## config.mk

```make
export PLATFORM = sky130hd
export DESIGN_NAME = hazard_ctrl_flat
export DESIGN_NICKNAME = d
export VERILOG_FILES = /design/src/rtl/hazard_ctrl_if.sv /design/src/rtl/hazard_ctrl.sv /design/src/flat_wrapper.sv
export SDC_FILE = /design/constraint.sdc
export NUM_CORES = 1
export LEC_CHECK = 0
export CAP_MARGIN = 40
export CORE_MARGIN = 2
export CORE_UTILIZATION = 45
export CTS_CLUSTER_DIAMETER = 200
export DETAILED_ROUTE_END_ITERATION = 12
export GPL_TIMING_DRIVEN = 0
export PLACE_DENSITY = 0.8
export SLEW_MARGIN = 20
export SYNTH_ARGS = -nofsm -noshare
export SYNTH_HDL_FRONTEND = slang
export SYNTH_SLANG_ARGS = --single-unit
export TNS_END_PERCENT = 100
```

## constraint.sdc

```tcl
create_clock -name clk -period 2.8 [get_ports clk]
set_clock_uncertainty 0.05 [all_clocks]
set_input_delay 0.56 -clock clk [delete_from_list [all_inputs] [get_ports clk]]
set_output_delay 0.56 -clock clk [all_outputs]
set_load 0.02 [all_outputs]
```

## src/rtl/hazard_ctrl_if.sv

```systemverilog
// Signal bundle between the MIPS pipeline and its hazard/flush sequencer.
// The pipeline side is the master; hazard_ctrl is the slave.
interface hazard_ctrl_if #(
    parameter int CNT_W = 16
);
    logic [4:0]       ID_rs;
    logic [4:0]       ID_rt;
    logic             ID_UseRt;
    logic [2:0]       ID_PCSrc;
    logic             ID_Exception;
    logic             EX_MemRead;
    logic [4:0]       EX_WriteAddress;
    logic             MEM_MemRead;
    logic [4:0]       MEM_WriteAddress;
    logic             EX_BranchTaken;
    logic             IRQ;
    logic             KernelMode;
    logic             PC_Write;
    logic             IF_ID_Write;
    logic             IF_ID_Flush;
    logic             ID_EX_Flush;
    logic             Exc_Take;
    logic             Exc_IRQ;
    logic [CNT_W-1:0] StallCnt;
    logic [CNT_W-1:0] FlushCnt;

    modport master (
        output ID_rs, ID_rt, ID_UseRt, ID_PCSrc, ID_Exception,
        output EX_MemRead, EX_WriteAddress, MEM_MemRead, MEM_WriteAddress,
        output EX_BranchTaken, IRQ, KernelMode,
        input  PC_Write, IF_ID_Write, IF_ID_Flush, ID_EX_Flush,
        input  Exc_Take, Exc_IRQ, StallCnt, FlushCnt
    );

    modport slave (
        input  ID_rs, ID_rt, ID_UseRt, ID_PCSrc, ID_Exception,
        input  EX_MemRead, EX_WriteAddress, MEM_MemRead, MEM_WriteAddress,
        input  EX_BranchTaken, IRQ, KernelMode,
        output PC_Write, IF_ID_Write, IF_ID_Flush, ID_EX_Flush,
        output Exc_Take, Exc_IRQ, StallCnt, FlushCnt
    );
endinterface

```

## src/rtl/hazard_ctrl.sv

```systemverilog
// Hazard and flush sequencer for the 5-stage MIPS pipeline: load-use and jr-on-load
// stalls, taken-branch flush, exception/interrupt entry, saturating perf counters.
module hazard_ctrl #(
    parameter int         CNT_W    = 16,
    parameter logic [2:0] JR_PCSRC = 3'b011
) (
    input logic          clk,
    input logic          reset,
    hazard_ctrl_if.slave hz
);

    typedef enum logic [1:0] {RUN, JR_WAIT, EXC_HOLD} state_t;
    typedef enum logic [1:0] {ACT_NORMAL, ACT_STALL, ACT_FLUSH} act_t;

    state_t           state_q, state_d;
    act_t             act;
    logic             irq_q;
    logic             irq_pend_q, irq_pend_d;
    logic [CNT_W-1:0] stall_cnt_q, stall_cnt_d;
    logic [CNT_W-1:0] flush_cnt_q, flush_cnt_d;
    logic             lu, jr2, jr1, exc;
    logic             exc_take, exc_irq;
    logic             irq_set;

    function automatic logic [CNT_W-1:0] sat_inc(input logic [CNT_W-1:0] v, input logic en);
        return (en && (v != {CNT_W{1'b1}})) ? v + 1'b1 : v;
    endfunction

    assign lu  = hz.EX_MemRead && (hz.EX_WriteAddress != 5'd0) &&
                 ((hz.EX_WriteAddress == hz.ID_rs) ||
                  (hz.ID_UseRt && (hz.EX_WriteAddress == hz.ID_rt)));
    assign jr2 = (hz.ID_PCSrc == JR_PCSRC) && hz.EX_MemRead &&
                 (hz.EX_WriteAddress != 5'd0) && (hz.EX_WriteAddress == hz.ID_rs);
    assign jr1 = (hz.ID_PCSrc == JR_PCSRC) && hz.MEM_MemRead &&
                 (hz.MEM_WriteAddress != 5'd0) && (hz.MEM_WriteAddress == hz.ID_rs);
    assign exc = hz.ID_Exception || (irq_pend_q && !hz.KernelMode);

    always_comb begin
        state_d  = state_q;
        act      = ACT_NORMAL;
        exc_take = 1'b0;
        exc_irq  = 1'b0;
        case (state_q)
            JR_WAIT: begin
                act     = hz.EX_BranchTaken ? ACT_FLUSH : ACT_STALL;
                state_d = RUN;
            end
            default: begin
                // EXC_HOLD behaves like RUN except that a new exception cannot be taken
                state_d = RUN;
                if (hz.EX_BranchTaken) begin
                    act = ACT_FLUSH;
                end else if ((state_q != EXC_HOLD) && exc) begin
                    act      = ACT_FLUSH;
                    exc_take = 1'b1;
                    exc_irq  = !hz.ID_Exception;
                    state_d  = EXC_HOLD;
                end else if (jr2) begin
                    act     = ACT_STALL;
                    state_d = JR_WAIT;
                end else if (lu || jr1) begin
                    act = ACT_STALL;
                end
            end
        endcase
    end

    // Interrupt edges are dropped while holding after an exception entry
    assign irq_set     = hz.IRQ && !irq_q && (state_q != EXC_HOLD);
    assign irq_pend_d  = irq_set || (irq_pend_q && !(exc_take && exc_irq));
    assign stall_cnt_d = sat_inc(stall_cnt_q, act == ACT_STALL);
    assign flush_cnt_d = sat_inc(flush_cnt_q, act == ACT_FLUSH);

    always_ff @(posedge clk or negedge reset) begin
        if (!reset) begin
            state_q     <= RUN;
            irq_q       <= 1'b0;
            irq_pend_q  <= 1'b0;
            stall_cnt_q <= '0;
            flush_cnt_q <= '0;
        end else begin
            state_q     <= state_d;
            irq_q       <= hz.IRQ;
            irq_pend_q  <= irq_pend_d;
            stall_cnt_q <= stall_cnt_d;
            flush_cnt_q <= flush_cnt_d;
        end
    end

    always_comb begin
        hz.PC_Write    = 1'b1;
        hz.IF_ID_Write = 1'b1;
        hz.IF_ID_Flush = 1'b0;
        hz.ID_EX_Flush = 1'b0;
        hz.Exc_Take    = exc_take;
        hz.Exc_IRQ     = exc_irq;
        if (!reset) begin
            hz.PC_Write    = 1'b0;
            hz.IF_ID_Write = 1'b0;
            hz.IF_ID_Flush = 1'b1;
            hz.ID_EX_Flush = 1'b1;
            hz.Exc_Take    = 1'b0;
            hz.Exc_IRQ     = 1'b0;
        end else if (act == ACT_STALL) begin
            hz.PC_Write    = 1'b0;
            hz.IF_ID_Write = 1'b0;
            hz.ID_EX_Flush = 1'b1;
        end else if (act == ACT_FLUSH) begin
            hz.IF_ID_Flush = 1'b1;
            hz.ID_EX_Flush = 1'b1;
        end
    end

    assign hz.StallCnt = stall_cnt_q;
    assign hz.FlushCnt = flush_cnt_q;

endmodule

```

## src/flat_wrapper.sv

```systemverilog
// flat-port wrapper written by rule: the top's interface ports become plain ports
module hazard_ctrl_flat 
#(
    parameter int         CNT_W    = 16,
    parameter logic [2:0] JR_PCSRC = 3'b011
)
  (clk, reset, hz_ID_rs, hz_ID_rt, hz_ID_UseRt, hz_ID_PCSrc, hz_ID_Exception, hz_EX_MemRead, hz_EX_WriteAddress, hz_MEM_MemRead, hz_MEM_WriteAddress, hz_EX_BranchTaken, hz_IRQ, hz_KernelMode, hz_PC_Write, hz_IF_ID_Write, hz_IF_ID_Flush, hz_ID_EX_Flush, hz_Exc_Take, hz_Exc_IRQ, hz_StallCnt, hz_FlushCnt);
  hazard_ctrl_if #(.CNT_W(CNT_W)) hz_i ();
  input logic clk;
  input logic reset;
  input wire logic [$bits(hz_i.ID_rs)-1:0] hz_ID_rs;
  input wire logic [$bits(hz_i.ID_rt)-1:0] hz_ID_rt;
  input wire logic [$bits(hz_i.ID_UseRt)-1:0] hz_ID_UseRt;
  input wire logic [$bits(hz_i.ID_PCSrc)-1:0] hz_ID_PCSrc;
  input wire logic [$bits(hz_i.ID_Exception)-1:0] hz_ID_Exception;
  input wire logic [$bits(hz_i.EX_MemRead)-1:0] hz_EX_MemRead;
  input wire logic [$bits(hz_i.EX_WriteAddress)-1:0] hz_EX_WriteAddress;
  input wire logic [$bits(hz_i.MEM_MemRead)-1:0] hz_MEM_MemRead;
  input wire logic [$bits(hz_i.MEM_WriteAddress)-1:0] hz_MEM_WriteAddress;
  input wire logic [$bits(hz_i.EX_BranchTaken)-1:0] hz_EX_BranchTaken;
  input wire logic [$bits(hz_i.IRQ)-1:0] hz_IRQ;
  input wire logic [$bits(hz_i.KernelMode)-1:0] hz_KernelMode;
  output wire logic [$bits(hz_i.PC_Write)-1:0] hz_PC_Write;
  output wire logic [$bits(hz_i.IF_ID_Write)-1:0] hz_IF_ID_Write;
  output wire logic [$bits(hz_i.IF_ID_Flush)-1:0] hz_IF_ID_Flush;
  output wire logic [$bits(hz_i.ID_EX_Flush)-1:0] hz_ID_EX_Flush;
  output wire logic [$bits(hz_i.Exc_Take)-1:0] hz_Exc_Take;
  output wire logic [$bits(hz_i.Exc_IRQ)-1:0] hz_Exc_IRQ;
  output wire logic [$bits(hz_i.StallCnt)-1:0] hz_StallCnt;
  output wire logic [$bits(hz_i.FlushCnt)-1:0] hz_FlushCnt;
  assign hz_i.ID_rs = hz_ID_rs;
  assign hz_i.ID_rt = hz_ID_rt;
  assign hz_i.ID_UseRt = hz_ID_UseRt;
  assign hz_i.ID_PCSrc = hz_ID_PCSrc;
  assign hz_i.ID_Exception = hz_ID_Exception;
  assign hz_i.EX_MemRead = hz_EX_MemRead;
  assign hz_i.EX_WriteAddress = hz_EX_WriteAddress;
  assign hz_i.MEM_MemRead = hz_MEM_MemRead;
  assign hz_i.MEM_WriteAddress = hz_MEM_WriteAddress;
  assign hz_i.EX_BranchTaken = hz_EX_BranchTaken;
  assign hz_i.IRQ = hz_IRQ;
  assign hz_i.KernelMode = hz_KernelMode;
  assign hz_PC_Write = hz_i.PC_Write;
  assign hz_IF_ID_Write = hz_i.IF_ID_Write;
  assign hz_IF_ID_Flush = hz_i.IF_ID_Flush;
  assign hz_ID_EX_Flush = hz_i.ID_EX_Flush;
  assign hz_Exc_Take = hz_i.Exc_Take;
  assign hz_Exc_IRQ = hz_i.Exc_IRQ;
  assign hz_StallCnt = hz_i.StallCnt;
  assign hz_FlushCnt = hz_i.FlushCnt;
  hazard_ctrl #(.CNT_W(CNT_W), .JR_PCSRC(JR_PCSRC)) u_core (.clk(clk), .reset(reset), .hz(hz_i));
endmodule
```

* Word level (Yosys, flattened, before mapping)
Index checks and enable logic that the tools add are counted.
** Storage, ports and cells
- Bits in registers :: 36
- Latch bits :: 0
- Bits in writable memories :: 0
- Memory bits (read-only) :: 0
- Bits of input ports :: 32
- Output and inout bits :: 38
- Word-level logic and storage cells :: 69
- Memories :: 0
** Cells by class
- $add $sub $neg :: 2
- Multipliers :: 0
- Divide/modulo/power cells :: 0
- Order comparisons :: 0
- Eq/ne operators :: 10
- Shift operators :: 0
- Muxes and demuxes :: 25
- Bitwise operators :: 0
- Reductions and logical operators :: 27
** Operators by type and width (count)
- 16-bit by 1-bit adder with 16-bit output, second input constant :: 2
- 16-bit != test, second input constant :: 2
- 1-bit logical AND :: 17
- 1-bit 2-to-1 mux :: 17
- 2-bit 2-to-1 mux :: 8
- 5-bit == test :: 3
- 5-bit nonzero test :: 2
- 2-bit by 1-bit == test with 1-bit output, second input constant :: 2
- 1-bit zero test :: 4
- 1-bit logical OR :: 4
- 3-bit by 2-bit == test with 1-bit output, second input constant :: 1
- 2-bit == test, second input constant :: 1
- 2-bit != test, second input constant :: 1

* Longest topological paths before layout
Gate-level depths: netlist of the first run.
- Word-level depth :: 14
- Mapped depth :: 10
- Gate-level depth less buffers :: 10

* Least setup slack after synthesis of the first run
No wires, ideal clock.
- Kind :: input-to-output
- Start :: in hz_EX_WriteAddress[0]
- End :: out hz_PC_Write
- Data arrival time :: 2298 ps
- Data required time :: 2190 ps
- Slack :: -108 ps
- Cell stages on the path :: 6
- Cell sequence :: or4_1 o21ai_0 o31ai_1 ha_1 nor2b_1 buf_4
** On the way
- Word-level cells in the longest chain between the ends :: 13
** Ends and longest elaborated chain
- start: declaration :: RTL line flat_wrapper.sv:17 : input wire logic [$bits(hz_i.EX_WriteAddress)-1:0] hz_EX_WriteAddress;
- 5-bit == test :: RTL line hazard_ctrl.sv:31 : (hz.ID_UseRt && (hz.EX_WriteAddress == hz.ID_rt)));
- 1-bit logical AND :: RTL line hazard_ctrl.sv:31
- 1-bit logical OR :: RTL line hazard_ctrl.sv:30 : ((hz.EX_WriteAddress == hz.ID_rs) ||
- 1-bit logical AND :: RTL line hazard_ctrl.sv:29 : assign lu = hz.EX_MemRead && (hz.EX_WriteAddress != 5'd0) &&
- 1-bit logical OR :: RTL line hazard_ctrl.sv:61 : end else if (lu || jr1) begin
- 1-bit 2-to-1 mux :: RTL line hazard_ctrl.sv:61
- 2-bit 2-to-1 mux * :: RTL line hazard_ctrl.sv:58 : end else if (jr2) begin
- 2-bit 2-to-1 mux * :: RTL line hazard_ctrl.sv:53 : end else if ((state_q != EXC_HOLD) && exc) begin
- 2-bit 2-to-1 mux * :: RTL line hazard_ctrl.sv:51 : if (hz.EX_BranchTaken) begin
- 2-bit 2-to-1 mux * :: RTL line hazard_ctrl.sv:43 : case (state_q)
- 2-bit by 1-bit == test with 1-bit output * :: RTL line hazard_ctrl.sv:104 : end else if (act == ACT_STALL) begin
- 1-bit 2-to-1 mux * (2 in a row)
- end: declaration :: RTL line flat_wrapper.sv:23 : output wire logic [$bits(hz_i.PC_Write)-1:0] hz_PC_Write;
Every way passes the cells marked *; elsewhere a longest branch is shown, timed or not.

* Worst setup path in the final report of the first run
- Start :: in hz_MEM_WriteAddress[2]
- End :: out hz_PC_Write
** On the way
- Word-level cells in the longest chain between the ends :: 12
** Ends and longest elaborated chain
- start: declaration :: RTL line flat_wrapper.sv:19 : input wire logic [$bits(hz_i.MEM_WriteAddress)-1:0] hz_MEM_WriteAddress;
- 5-bit nonzero test :: RTL line hazard_ctrl.sv:35 : (hz.MEM_WriteAddress != 5'd0) && (hz.MEM_WriteAddress == hz.ID_rs);
- 1-bit logical AND :: RTL line hazard_ctrl.sv:34 : assign jr1 = (hz.ID_PCSrc == JR_PCSRC) && hz.MEM_MemRead &&
- 1-bit logical AND * :: RTL line hazard_ctrl.sv:35
- 1-bit logical OR * :: RTL line hazard_ctrl.sv:61
- 1-bit 2-to-1 mux * :: RTL line hazard_ctrl.sv:61
- 2-bit 2-to-1 mux * :: RTL line hazard_ctrl.sv:58
- 2-bit 2-to-1 mux * :: RTL line hazard_ctrl.sv:53
- 2-bit 2-to-1 mux * :: RTL line hazard_ctrl.sv:51
- 2-bit 2-to-1 mux * :: RTL line hazard_ctrl.sv:43
- 2-bit by 1-bit == test with 1-bit output * :: RTL line hazard_ctrl.sv:104
- 1-bit 2-to-1 mux * :: RTL line hazard_ctrl.sv:104
- 1-bit 2-to-1 mux * :: RTL line hazard_ctrl.sv:97 : if (!reset) begin
Marks and branches as above.

==> impl_metrics.prom, run 1 <==
# TYPE chip_impl_metric gauge
chip_impl_metric{name="clockPowerShare",unit="%"} 25.9
chip_impl_metric{name="seq_area_frac_synth",unit="%"} 44.94
chip_impl_metric{name="clock_sinks",unit=""} 36
chip_impl_metric{name="drtAntennaViolNets",unit=""} 0
chip_impl_metric{name="final_max_slew_viol_count",unit=""} 0
chip_impl_metric{name="gp_routability_congestion",unit=""} 0.7866
chip_impl_metric{name="floorplan.rows",unit=""} 24
chip_impl_info{name="top_layer",value="met4"} 1
chip_impl_metric{name="routed_via_density",unit=""} 5.355
chip_impl_metric{name="clk_pin_slew_worst_paths",unit="ns"} 0.07
chip_impl_metric{name="globalRouteTotalUtil",unit="%"} 18.81
chip_impl_metric{name="grt_antenna_before_repair",unit=""} 0
chip_impl_metric{name="synth_enable_flop_cells",unit=""} 0
chip_impl_metric{name="met3RoutedLength",unit="um"} 262
chip_impl_metric{name="drt-pass1-iter-count",unit=""} 4
chip_impl_info{name="synthFlopType",value="sky130_fd_sc_hd__dfrtp_1"} 1
chip_impl_metric{name="post-layout-total-power",unit="mW"} 1.456
chip_impl_metric{name="power.internal",unit="mW"} 1.005
chip_impl_metric{name="drt-met1-wl",unit="mm"} 1.965
chip_impl_metric{name="detailroute.via_count",unit=""} 1794
chip_impl_metric{name="die_y",unit="um"} 70.74
chip_impl_info{name="cts_tree",value="yes"} 1
chip_impl_metric{name="post_synthesis_area_per_instance",unit="um2"} 10.17
chip_impl_metric{name="max_freq",unit="MHz"} 360.0
chip_impl_metric{name="routedWlPerCell",unit="um"} 13.92
chip_impl_metric{name="crit_path_dat",unit="ns"} 2.17
chip_impl_metric{name="grt_pass1_wl",unit="mm"} 7.465
chip_impl_metric{name="power_frac_comb",unit="%"} 29.8
chip_impl_info{name="setup.worst_path.end_class",value="output port"} 1
chip_impl_metric{name="power_per_cell_area",unit="nW/um2"} 488.7
chip_impl_metric{name="seq_power_share",unit="%"} 44.4
chip_impl_metric{name="worst_pin_slew",unit="ns"} 0.4250
chip_impl_metric{name="floorplan.initialDensity",unit="%"} 46.35
chip_impl_metric{name="post_route_cells_drive_above_1_share",unit="%"} 24.73
chip_impl_metric{name="placed_cells",unit=""} 319
chip_impl_metric{name="core_area",unit="um2"} 4324
chip_impl_info{name="cts.root.buffer_cell",value="sky130_fd_sc_hd__clkbuf_8"} 1
chip_impl_metric{name="drcViolationCount",unit=""} 0
chip_impl_metric{name="synthCells",unit=""} 197
chip_impl_metric{name="vdd_drop_max",unit="V"} 0.0005022
chip_impl_metric{name="timing.final.crit_share",unit="%"} 99.22
chip_impl_metric{name="drt-total-wl",unit="mm"} 4.662
chip_impl_metric{name="finalHoldWorstSlack",unit="ns"} 0.07091
chip_impl_info{name="path_class",value="input pin to output port"} 1
chip_impl_info{name="critPathLaunchType",value="input pin"} 1
chip_impl_metric{name="detailroute.wirelength.met2",unit="mm"} 2.382
chip_impl_info{name="grt_setup_unrepaired",value="true"} 1
chip_impl_metric{name="die_x",unit="um"} 70.74
chip_impl_metric{name="power.share.switching",unit="%"} 30.96
chip_impl_metric{name="period_minus_slack",unit="ns"} 2.778
chip_impl_metric{name="gr-total-overflow",unit=""} 0
chip_impl_metric{name="ys_ff_latch",unit=""} 36
chip_impl_metric{name="required",unit="ns"} 2.19
chip_impl_metric{name="switching_power",unit="uW"} 450.7
chip_impl_metric{name="insertedDiodeCount",unit=""} 0
chip_impl_metric{name="timing.max_cap.violations",unit=""} 0
chip_impl_metric{name="timing.slew.headroom",unit="%"} 71.31
chip_impl_metric{name="critical_path.max_fanout",unit=""} 2
chip_impl_metric{name="cts_inserted_buffers",unit=""} 5
chip_impl_metric{name="design.die.area",unit="um2"} 5004
chip_impl_metric{name="design.portCount",unit=""} 70
chip_impl_metric{name="cell_variety_after_synth",unit=""} 39
chip_impl_metric{name="via_count_of_the_first_global_routing_pass",unit=""} 1661
chip_impl_metric{name="detailedRoute.firstIterationViolations",unit=""} 58
chip_impl_metric{name="ys_async_sr_fraction",unit="%"} 100.0
chip_impl_info{name="class_of_the_worst_hold_path",value="input pin to async pin"} 1
chip_impl_metric{name="grt_max_degree",unit=""} 35
chip_impl_info{name="status",value="complete, no violations"} 1
chip_impl_metric{name="finish.cell_count_without_fillers",unit=""} 335
chip_impl_metric{name="clk_path_buf_depth",unit=""} 2
chip_impl_metric{name="final_nets",unit=""} 318
chip_impl_metric{name="synth.net_count",unit=""} 233
chip_impl_metric{name="syn_area",unit="um2"} 2004
chip_impl_metric{name="clkLatencyLatePin",unit="ns"} 0.28
chip_impl_metric{name="yosysWarningCount",unit=""} 0
chip_impl_metric{name="dp_hpwl",unit="mm"} 3.418
chip_impl_metric{name="placed_cell_area",unit="um2"} 2778
chip_impl_metric{name="setup_viol",unit=""} 0
chip_impl_metric{name="final_hold_viol_count",unit=""} 0
chip_impl_metric{name="area_growth",unit="%"} 48.63
chip_impl_metric{name="postLayoutCellArea",unit="um2"} 2979
chip_impl_metric{name="hold_buffers",unit=""} 0
chip_impl_metric{name="clock_tree.htree_level_count",unit=""} 2
chip_impl_metric{name="portBuffers",unit=""} 69
chip_impl_metric{name="leakagePower",unit="nW"} 1.358
==> critical path: stages <==
cell and delay, ns:
sky130_fd_sc_hd__buf_8 0.10, sky130_fd_sc_hd__xor2_2 0.16, sky130_fd_sc_hd__nor4_2 0.36, sky130_fd_sc_hd__o2111ai_2 0.18, sky130_fd_sc_hd__a21o_1 0.23, sky130_fd_sc_hd__o31ai_2 0.06
sky130_fd_sc_hd__ha_2 0.22, sky130_fd_sc_hd__nor2b_2 0.05, sky130_fd_sc_hd__buf_4 0.13, sky130_fd_sc_hd__buf_6 0.12
==> power groups by stage <==
stage	Combinational, mW	Clock (mW)	Sequential, mW
after floorplan	0.146	0	0.704
after global placement	0.403	0	0.651
after detailed placement	0.413	0	0.655
after CTS	0.423	0.382	0.646
after global routing	0.468	0.406	0.657
final	0.433	0.377	0.646
==> flip-flops by register name, summed over array words and instances (netlist names) <==
name,flops
u_core.hz.StallCnt,16
u_core.irq_pend_q,1
u_core.irq_q,1
u_core.state_q,2
u_core.hz.FlushCnt,16
==> per-stage QoR <==
stage	TNS [ns]	worst slack (ns)	util (%)
2_1_floorplan	0	0.02270	-
3_3_place_gp	-15.34	-1.179	63.89
3_5_place_dp	-13.61	-1.023	64.24
4_1_cts	-0.004684	-0.004684	67.97
5_1_grt	-0.06226	-0.03765	68.89
6_report	0	0.02189	68.89
==> cells in the final DEF, fill, tap and decap left out, drive strengths merged, types with 4 or more instances in the layout <==
cell           netlist  layout
clkdlybuf4s50        0      40
dfrtp               36      36
xnor2               20      20
clkbuf               0      19
buf                  1      19
xor2                18      18
nand3               16      16
nor2                14      14
and3                11      11
nand2               10      10
nand4                8       8
and2                 8       8
a21oi                7       7
dlymetal6s2s         0       5
nor4                 5       5
inv                  4       4
and4                 4       4
nor3                 4       4
nand2b               4       4
ha                   4       4
==> Yosys cell counts, drive strengths merged, types with 5 or more instances <==
library cell	n	share of area (%)
dfrtp	36	45
xnor2	20	8.7
xor2	18	7.9
nand3	16	4.2
nor2	14	2.6
and3	11	3.6
nand2	10	1.9
and2	8	2.7
nand4	8	2.5
a21oi	7	1.7
nor4	5	1.6
==> worst paths after layout <==
path / from / end / slack, ns / cells past startpoint
setup / recovery: hz_MEM_WriteAddress[2] / hz_PC_Write / 0.02 / 10
hold / removal: reset / u_core.hz.FlushCnt[8] / 0.07 / 1
setup reg to reg: u_core.irq_pend_q / u_core.hz.StallCnt[14] / 0.39 / 11
hold reg to reg: u_core.hz.StallCnt[15] / u_core.hz.StallCnt[15] / 0.45 / 1
max in group asynchronous: reset / u_core.hz.StallCnt[0] / 2.20 / 2
min in group clk: u_core.hz.StallCnt[15] / u_core.hz.StallCnt[15] / 0.45 / 1
==> routing by layer <==
metal,global-route usage [%],vias to the layer above
li1,-,879
met1,22.82,858
met2,32.50,53
met3,5.413,4
met4,5.660,0
met5,0,-
==> cell families after synthesis <==
group	Yosys count	share of synthesized area, %
compound gates	20	6.929
xor+xnor	38	16.60
fa+ha+maj	5	2.996
buf+inv	5	1.124
flops	36	44.94
mux	4	2.185
simple gates	89	25.22
==> final cells by class <==
cell class	instances	area, um2
fill	365	1345
multi-input combinational	156	1182
sequential	36	900.9
timing repair buffer	78	718.2
clock buffer	8	90.09
tap	52	65.06
inverter	4	15.01
buffer	1	7.507
==> repair_timing <==
item                       in CTS  in global routing
setup endpoints to repair      23                 10
setup buffers                   6                  2
gates resized for setup        62                 48
pin swaps                      12                 21
(Power assumes the default switching activity.)
==> run 2: changes to the inputs <==
--- a/config.mk
+++ b/config.mk
@@ -7,11 +7,11 @@
 export LEC_CHECK = 0
 export CAP_MARGIN = 40
 export CORE_MARGIN = 2
-export CORE_UTILIZATION = 45
+export CORE_UTILIZATION = 43
 export CTS_CLUSTER_DIAMETER = 200
 export DETAILED_ROUTE_END_ITERATION = 12
 export GPL_TIMING_DRIVEN = 0
-export PLACE_DENSITY = 0.8
+export PLACE_DENSITY = 0.77
 export SLEW_MARGIN = 20
 export SYNTH_ARGS = -nofsm -noshare
 export SYNTH_HDL_FRONTEND = slang
==> run 2 against run 1 <==
Effect of this change: cell count is 0.60% lower; highest routed layer unchanged; final area is 0.25% higher; first-iteration DRC count is 79% higher; sequential share of layout area is 0.076 points lower; global-route usage is 0.43 points lower; register-to-register slack worse by 0.10 ns; via count is 1.6% higher; count of clock-buffer cells in the layout is 1 lower; flip-flop and latch count stayed put; worst hold slack better by 0.047 ns.
==> impl_metrics.prom, run 2 (same netlist as run 1, synthesis figures left out) <==
# TYPE chip_impl_metric gauge
chip_impl_metric{name="post-layout-total-power",unit="mW"} 1.559
chip_impl_metric{name="register_to_register_setup_slack",unit="ns"} 0.29
chip_impl_metric{name="design.portCount",unit=""} 70
chip_impl_info{name="crit_path_cell_trace",value="buf_2, xor2_1, nor4_2, o2111ai_2, a21o_1, o31ai_2, ha_2, nor2b_4, buf_4, buf_6"} 1
chip_impl_metric{name="final_nets",unit=""} 316
chip_impl_metric{name="placed_cell_area",unit="um2"} 2778
chip_impl_metric{name="detailedRoute.firstIterationViolations",unit=""} 104
chip_impl_info{name="grt_setup_unrepaired",value="false"} 1
chip_impl_metric{name="detailroute.via_count",unit=""} 1822
chip_impl_metric{name="die_y",unit="um"} 72.28
chip_impl_metric{name="floorplan.rows",unit=""} 24
chip_impl_metric{name="drt-pass1-iter-count",unit=""} 4
chip_impl_metric{name="rr_worst_depth",unit=""} 11
chip_impl_metric{name="timing.max_cap.violations",unit=""} 0
chip_impl_info{name="status",value="complete, no violations"} 1
chip_impl_metric{name="max_stage_delay",unit="ns"} 0.27
chip_impl_metric{name="crit_path_dat",unit="ns"} 2.07
chip_impl_metric{name="final_max_slew_viol_count",unit=""} 0
chip_impl_metric{name="worst_pin_slew",unit="ns"} 0.4240
chip_impl_metric{name="clock_sinks",unit=""} 36
chip_impl_metric{name="area_growth",unit="%"} 49.00
chip_impl_metric{name="vdd_drop_max",unit="V"} 0.0004700
chip_impl_metric{name="die_x",unit="um"} 72.28
chip_impl_metric{name="gr-total-overflow",unit=""} 0
chip_impl_metric{name="power_per_cell_area",unit="nW/um2"} 522.0
chip_impl_info{name="mostFrequentLayoutCell",value="sky130_fd_sc_hd__clkdlybuf4s50_1"} 1
chip_impl_metric{name="post-route-util",unit="%"} 67.66
chip_impl_metric{name="fill_cells",unit=""} 355
chip_impl_info{name="worst_path_max_delay_cell",value="sky130_fd_sc_hd__nor4_2"} 1
chip_impl_metric{name="period_minus_slack",unit="ns"} 2.681
chip_impl_metric{name="fin_ws",unit="ns"} 0.1195
chip_impl_info{name="setup.worst_path.end_class",value="output port"} 1
chip_impl_metric{name="timing.final.crit_share",unit="%"} 95.73
chip_impl_info{name="critPathLaunchType",value="input pin"} 1
chip_impl_info{name="path_class",value="input pin to output port"} 1
chip_impl_metric{name="portBuffers",unit=""} 69
chip_impl_metric{name="clock_tree.htree_level_count",unit=""} 2
chip_impl_metric{name="post_route_cells_drive_above_1_share",unit="%"} 25.27
chip_impl_metric{name="routedWlPerCell",unit="um"} 13.84
chip_impl_info{name="cts_tree",value="yes"} 1
chip_impl_metric{name="clkLatencyLatePin",unit="ns"} 0.28
chip_impl_info{name="class_of_the_worst_hold_path",value="input pin to async pin"} 1
chip_impl_metric{name="required",unit="ns"} 2.19
chip_impl_metric{name="grt_max_degree",unit=""} 28
chip_impl_info{name="layout.cells.most_common_list",value="sky130_fd_sc_hd__clkdlybuf4s50_1 (40), sky130_fd_sc_hd__dfrtp_1 (36), sky130_fd_sc_hd__xnor2_1 (20)"} 1
chip_impl_metric{name="insertedDiodeCount",unit=""} 0
chip_impl_metric{name="clk_path_buf_depth",unit=""} 2
chip_impl_metric{name="leakagePower",unit="nW"} 1.359
chip_impl_info{name="worstReg2RegEnd",value="u_core.hz.StallCnt[14]"} 1
chip_impl_metric{name="final_hold_viol_count",unit=""} 0
chip_impl_metric{name="floorplan.initialDensity",unit="%"} 45.41
chip_impl_metric{name="pre_cts_ws",unit="ns"} -1.115
chip_impl_metric{name="dp_hpwl",unit="mm"} 3.454
chip_impl_metric{name="setup_viol",unit=""} 0
chip_impl_metric{name="cts_inserted_buffers",unit=""} 5
chip_impl_metric{name="timing.slew.headroom",unit="%"} 71.38
chip_impl_metric{name="globalRouteTotalUtil",unit="%"} 18.38
chip_impl_metric{name="grt_pass1_wl",unit="mm"} 7.624
chip_impl_metric{name="drcViolationCount",unit=""} 0
chip_impl_metric{name="gp_routability_congestion",unit=""} 0.7675
chip_impl_info{name="worstReg2RegStart",value="u_core.irq_pend_q"} 1
chip_impl_metric{name="routed_via_density",unit=""} 5.471
chip_impl_metric{name="drtAntennaViolNets",unit=""} 0
chip_impl_metric{name="critical_path.max_fanout",unit=""} 2
chip_impl_metric{name="grt_antenna_before_repair",unit=""} 0
chip_impl_metric{name="drt-total-wl",unit="mm"} 4.608
chip_impl_metric{name="clk_pin_slew_worst_paths",unit="ns"} 0.07
chip_impl_metric{name="postLayoutCellArea",unit="um2"} 2987
chip_impl_info{name="cts.root.buffer_cell",value="sky130_fd_sc_hd__clkbuf_8"} 1
chip_impl_metric{name="design.die.area",unit="um2"} 5224
chip_impl_metric{name="max_freq",unit="MHz"} 373.1
chip_impl_metric{name="core_area",unit="um2"} 4414
chip_impl_metric{name="via_count_of_the_first_global_routing_pass",unit=""} 1740
chip_impl_metric{name="fin_setup_tns",unit="ns"} 0
[run 2: cell types whose count changed in the layout (fill, tap and decap cells not counted), sizes merged]
cell / previous run / this run
buf: 19 / 15
dlygate4sd2: 1 / 5
clkdlybuf4s15: 3 / 1
dlymetal6s2s: 5 / 3
bufinv: 0 / 1
clkbuf: 19 / 20
[run 2: report_power, final]
| group | total, mW | leakage [nW] | internal [mW] | switching, mW |
|---|---|---|---|---|
| logic | 0.420 | 0.812 | 0.218 | 0.202 |
| registers | 0.642 | 0.483 | 0.577 | 0.0650 |
| clock network | 0.497 | 0.0645 | 0.314 | 0.183 |
[run 2: metrics by stage]
step	instances	hold WS, ns
after floorplan	197	0.2144
after global placement	318	0.4306
after detailed placement	319	0.4281
after CTS	333	0.1195
after global routing	333	0.1378
final	333	0.1184
[run 2: final cells by class]
class | count | area, um2 | share of cell area, %
multi-input cells | 156 | 1195 | 40.01
inverters | 4 | 15.01 | 0.5027
flip-flops and latches | 36 | 900.9 | 30.16
well taps | 52 | 65.06 | 2.178
clock inverters | 1 | 30.03 | 1.005
plain buffers | 1 | 7.507 | 0.2514
repair buffers | 76 | 676.9 | 22.66
clock buffers | 7 | 96.34 | 3.226
[run 2: worst max-delay path: cells and delay by family]
kind	cells	cell delay [ns]
AND/OR/NAND/NOR	2	0.32
XOR/XNOR	1	0.16
buffers and inverters	3	0.36
AO/OA/AOI/OAI	3	0.43
adder cells (fa/ha/maj)	1	0.24
[run 2: worst max-delay path by stage]
stage	endpoint	depth (start not counted)	slack (ns)	start
3_3_place_gp	hz_PC_Write	4	-1.24	reset
2_1_floorplan	hz_PC_Write	6	0.02	hz_EX_WriteAddress[0]
6_report	hz_PC_Write	10	0.12	hz_ID_rs[0]
5_1_grt	hz_PC_Write	10	0.03	hz_ID_rs[3]
4_1_cts	hz_PC_Write	9	0.00006	hz_EX_WriteAddress[4]
3_5_place_dp	hz_PC_Write	8	-1.12	hz_EX_WriteAddress[0]
[run 2: routing by layer]
layer  wire length (um)  track usage [%]
met3                327            5.139
met5                  0                0
met2               2331            32.21
met4                 57            4.403
met1               1891            22.37
[run 2: repair_timing]
| item | in CTS | in global routing |
|---|---|---|
| gates cloned | 0 | 0 |
| pin swaps | 13 | 18 |
| hold buffers | 0 | 0 |
| endpoints found under the setup margin | 25 | 13 |
| buffers inserted | 6 | 0 |
| resized for setup | 67 | 39 |
==> run 3: changes to the inputs <==
==> constraint.sdc (replaced) <==
create_clock -name clk -period 2.8 [get_ports clk]
set_clock_uncertainty 0.05 [all_clocks]
set_input_delay 0.84 -clock clk [delete_from_list [all_inputs] [get_ports clk]]
set_output_delay 0.84 -clock clk [all_outputs]
set_load 0.02 [all_outputs]
==> run 3 against run 2 <==
Effect of this change: the run now ends with negative setup slack left; sequential share of layout area is 0.90 points lower; worst hold slack gained 0.24 ns; non-clock buffer count grew 2; setup slack got worse by 0.57 ns; critical path depth fell by 1; register-to-register slack better by 0.08 ns; wire length up 1.1%; die area unchanged; fmax decreased by 18%; clock power fell by 24%; highest routed layer unchanged.
==> impl_metrics.prom, run 3 (same netlist as run 1, synthesis figures left out) <==
# TYPE chip_impl_metric gauge
chip_impl_metric{name="via_count_of_the_first_global_routing_pass",unit=""} 1724
chip_impl_metric{name="core_area",unit="um2"} 4414
chip_impl_metric{name="detailedRoute.firstIterationViolations",unit=""} 89
chip_impl_metric{name="clk_path_buf_depth",unit=""} 2
chip_impl_info{name="critPathLaunchType",value="input pin"} 1
chip_impl_metric{name="globalRouteTotalUtil",unit="%"} 18.91
chip_impl_info{name="crit_path_cell_trace",value="buf_8, xor2_2, nor4_4, a31oi_4, o31ai_2, ha_2, nor2b_4, buf_6, buf_6"} 1
chip_impl_metric{name="dp_hpwl",unit="mm"} 3.336
chip_impl_info{name="status",value="complete, but fails checks"} 1
chip_impl_metric{name="post-route-util",unit="%"} 69.73
chip_impl_metric{name="drtAntennaViolNets",unit=""} 0
chip_impl_metric{name="critical_path.max_fanout",unit=""} 3
chip_impl_info{name="setup.worst_path.end_class",value="output port"} 1
chip_impl_metric{name="power_per_cell_area",unit="nW/um2"} 479.4
chip_impl_info{name="cts_tree",value="yes"} 1
chip_impl_metric{name="crit_path_dat",unit="ns"} 2.36
chip_impl_metric{name="period_minus_slack",unit="ns"} 3.254
chip_impl_metric{name="drcViolationCount",unit=""} 0
chip_impl_metric{name="final_max_slew_viol_count",unit=""} 0
chip_impl_metric{name="portBuffers",unit=""} 69
chip_impl_metric{name="detailroute.via_count",unit=""} 1768
chip_impl_metric{name="floorplan.initialDensity",unit="%"} 45.41
chip_impl_metric{name="leakagePower",unit="nW"} 1.399
chip_impl_info{name="class_of_the_worst_hold_path",value="input pin to async pin"} 1
chip_impl_metric{name="drt-total-wl",unit="mm"} 4.658
chip_impl_metric{name="timing.final.crit_share",unit="%"} 116.2
chip_impl_metric{name="cp_num_buf_inv",unit=""} 3
chip_impl_info{name="grt_setup_unrepaired",value="true"} 1
chip_impl_metric{name="area_growth",unit="%"} 53.56
chip_impl_metric{name="grt_pass1_wl",unit="mm"} 7.748
chip_impl_info{name="violations_in_the_final_reports",value="negative setup slack"} 1
chip_impl_info{name="cts.root.buffer_cell",value="sky130_fd_sc_hd__clkbuf_8"} 1
chip_impl_metric{name="routed_via_density",unit=""} 5.278
chip_impl_metric{name="routedWlPerCell",unit="um"} 13.90
chip_impl_metric{name="timing.max_cap.violations",unit=""} 0
chip_impl_metric{name="timing.slew.headroom",unit="%"} 63.98
chip_impl_metric{name="postLayoutCellArea",unit="um2"} 3078
chip_impl_metric{name="floorplan.rows",unit=""} 24
chip_impl_metric{name="setup_viol",unit=""} 7
chip_impl_metric{name="max_stage_delay",unit="ns"} 0.33
chip_impl_info{name="path_class",value="input pin to output port"} 1
chip_impl_metric{name="required",unit="ns"} 1.91
chip_impl_metric{name="insertedDiodeCount",unit=""} 0
chip_impl_metric{name="grt_max_degree",unit=""} 32
chip_impl_metric{name="drt-pass1-iter-count",unit=""} 4
chip_impl_metric{name="vdd_drop_max",unit="V"} 0.0005359
chip_impl_metric{name="gp_routability_congestion",unit=""} 0.7857
chip_impl_metric{name="die_y",unit="um"} 72.28
chip_impl_metric{name="clkLatencyLatePin",unit="ns"} 0.29
chip_impl_metric{name="max_freq",unit="MHz"} 307.4
chip_impl_metric{name="fin_ws",unit="ns"} -0.4536
chip_impl_metric{name="final_nets",unit=""} 318
chip_impl_metric{name="cts_inserted_buffers",unit=""} 5
chip_impl_info{name="path_common_cell",value="sky130_fd_sc_hd__buf_6"} 1
chip_impl_metric{name="die_x",unit="um"} 72.28
chip_impl_metric{name="clock_tree.htree_level_count",unit=""} 2
chip_impl_metric{name="gr-total-overflow",unit=""} 0
chip_impl_metric{name="final_hold_viol_count",unit=""} 0
chip_impl_metric{name="clk_pin_slew_worst_paths",unit="ns"} 0.07
chip_impl_metric{name="design.die.area",unit="um2"} 5224
chip_impl_info{name="worst_path_max_delay_cell",value="sky130_fd_sc_hd__nor4_4"} 1
chip_impl_metric{name="clock_sinks",unit=""} 36
chip_impl_info{name="worst_path_dominant_cell_family",value="compound AO/OA/AOI/OAI gates"} 1
chip_impl_info{name="mostFrequentLayoutCell",value="sky130_fd_sc_hd__clkdlybuf4s50_1"} 1
chip_impl_metric{name="design.portCount",unit=""} 70
chip_impl_metric{name="grt_antenna_before_repair",unit=""} 0
chip_impl_info{name="layout.cells.most_common_list",value="sky130_fd_sc_hd__clkdlybuf4s50_1 (37), sky130_fd_sc_hd__dfrtp_1 (36), sky130_fd_sc_hd__xnor2_1 (17)"} 1
chip_impl_metric{name="worst_pin_slew",unit="ns"} 0.5335
chip_impl_metric{name="post_route_cells_drive_above_1_share",unit="%"} 28.98
chip_impl_metric{name="placed_cell_area",unit="um2"} 2814
run 3: cell count changes in the layout (fill, tap and decap cells not counted), moves of 3 or more:
cell                              delta
sky130_fd_sc_hd__buf_2               +9
sky130_fd_sc_hd__buf_6               +5
sky130_fd_sc_hd__clkdlybuf4s50_1     -3
sky130_fd_sc_hd__xnor2_2             +3
sky130_fd_sc_hd__xnor2_1             -3
sky130_fd_sc_hd__clkbuf_2           -10
run 3: layer usage:
metal / vias to the layer above / global-route usage (%) / routed length (um)
met5: - / 0 / 0
met4: 0 / 5.660 / 53
met3: 6 / 5.694 / 245
met2: 50 / 31.19 / 2320
met1: 841 / 23.93 / 2040
li1: 871 / - / -
run 3: report_power, final:
group,switching [mW],total [mW],leakage [nW],internal (mW)
clock,0.177,0.377,0.0455,0.201
combinational,0.215,0.449,0.871,0.234
sequential,0.0713,0.649,0.483,0.578
total,0.464,1.48,1.40,1.01
run 3: what timing repair did:
item                       4_1_cts  5_1_grt
gates resized for setup        118       33
setup endpoints to repair       33       18
hold buffers                     0        0
pin swaps                       22       12
setup buffers                    4        5
run 3: through the flow:
step	std cells	power, mW	worst slack (ns)	hold slack, ns	setup TNS [ns]
final	335	1.476	-0.4536	0.3554	-2.068
after floorplan	197	0.8551	-0.2629	0.4071	-0.7163
after detailed placement	319	1.067	-1.435	0.4341	-22.91
after global placement	318	1.058	-1.828	0.4274	-31.65
after global routing	335	1.555	-0.5237	0.3625	-2.822
after CTS	331	1.454	-0.4077	0.3578	-1.682
run 3: worst paths after layout:
check	cells after the start	slack [ns]	end	startpoint
setup / recovery	9	-0.45	hz_PC_Write	hz_EX_WriteAddress[0]
hold / removal	1	0.36	u_core.hz.StallCnt[14]	reset
setup reg to reg	11	0.37	u_core.hz.StallCnt[14]	u_core.irq_pend_q
hold reg to reg	1	0.44	u_core.hz.StallCnt[15]	u_core.hz.StallCnt[15]
max in group asynchronous	2	1.90	u_core.hz.FlushCnt[8]	reset
min in group clk	1	0.44	u_core.hz.StallCnt[15]	u_core.hz.StallCnt[15]
run 3: layout make-up:
| cell class | count | area [um2] |
|---|---|---|
| Fill cell | 329 | 1336 |
| Sequential cell | 36 | 900.9 |
| Buffer | 1 | 11.26 |
| Clock buffer | 8 | 90.09 |
| Inverter | 4 | 15.01 |
| Multi-Input combinational cell | 156 | 1291 |
| Tap cell | 52 | 65.06 |
| Timing Repair Buffer | 78 | 704.4 |
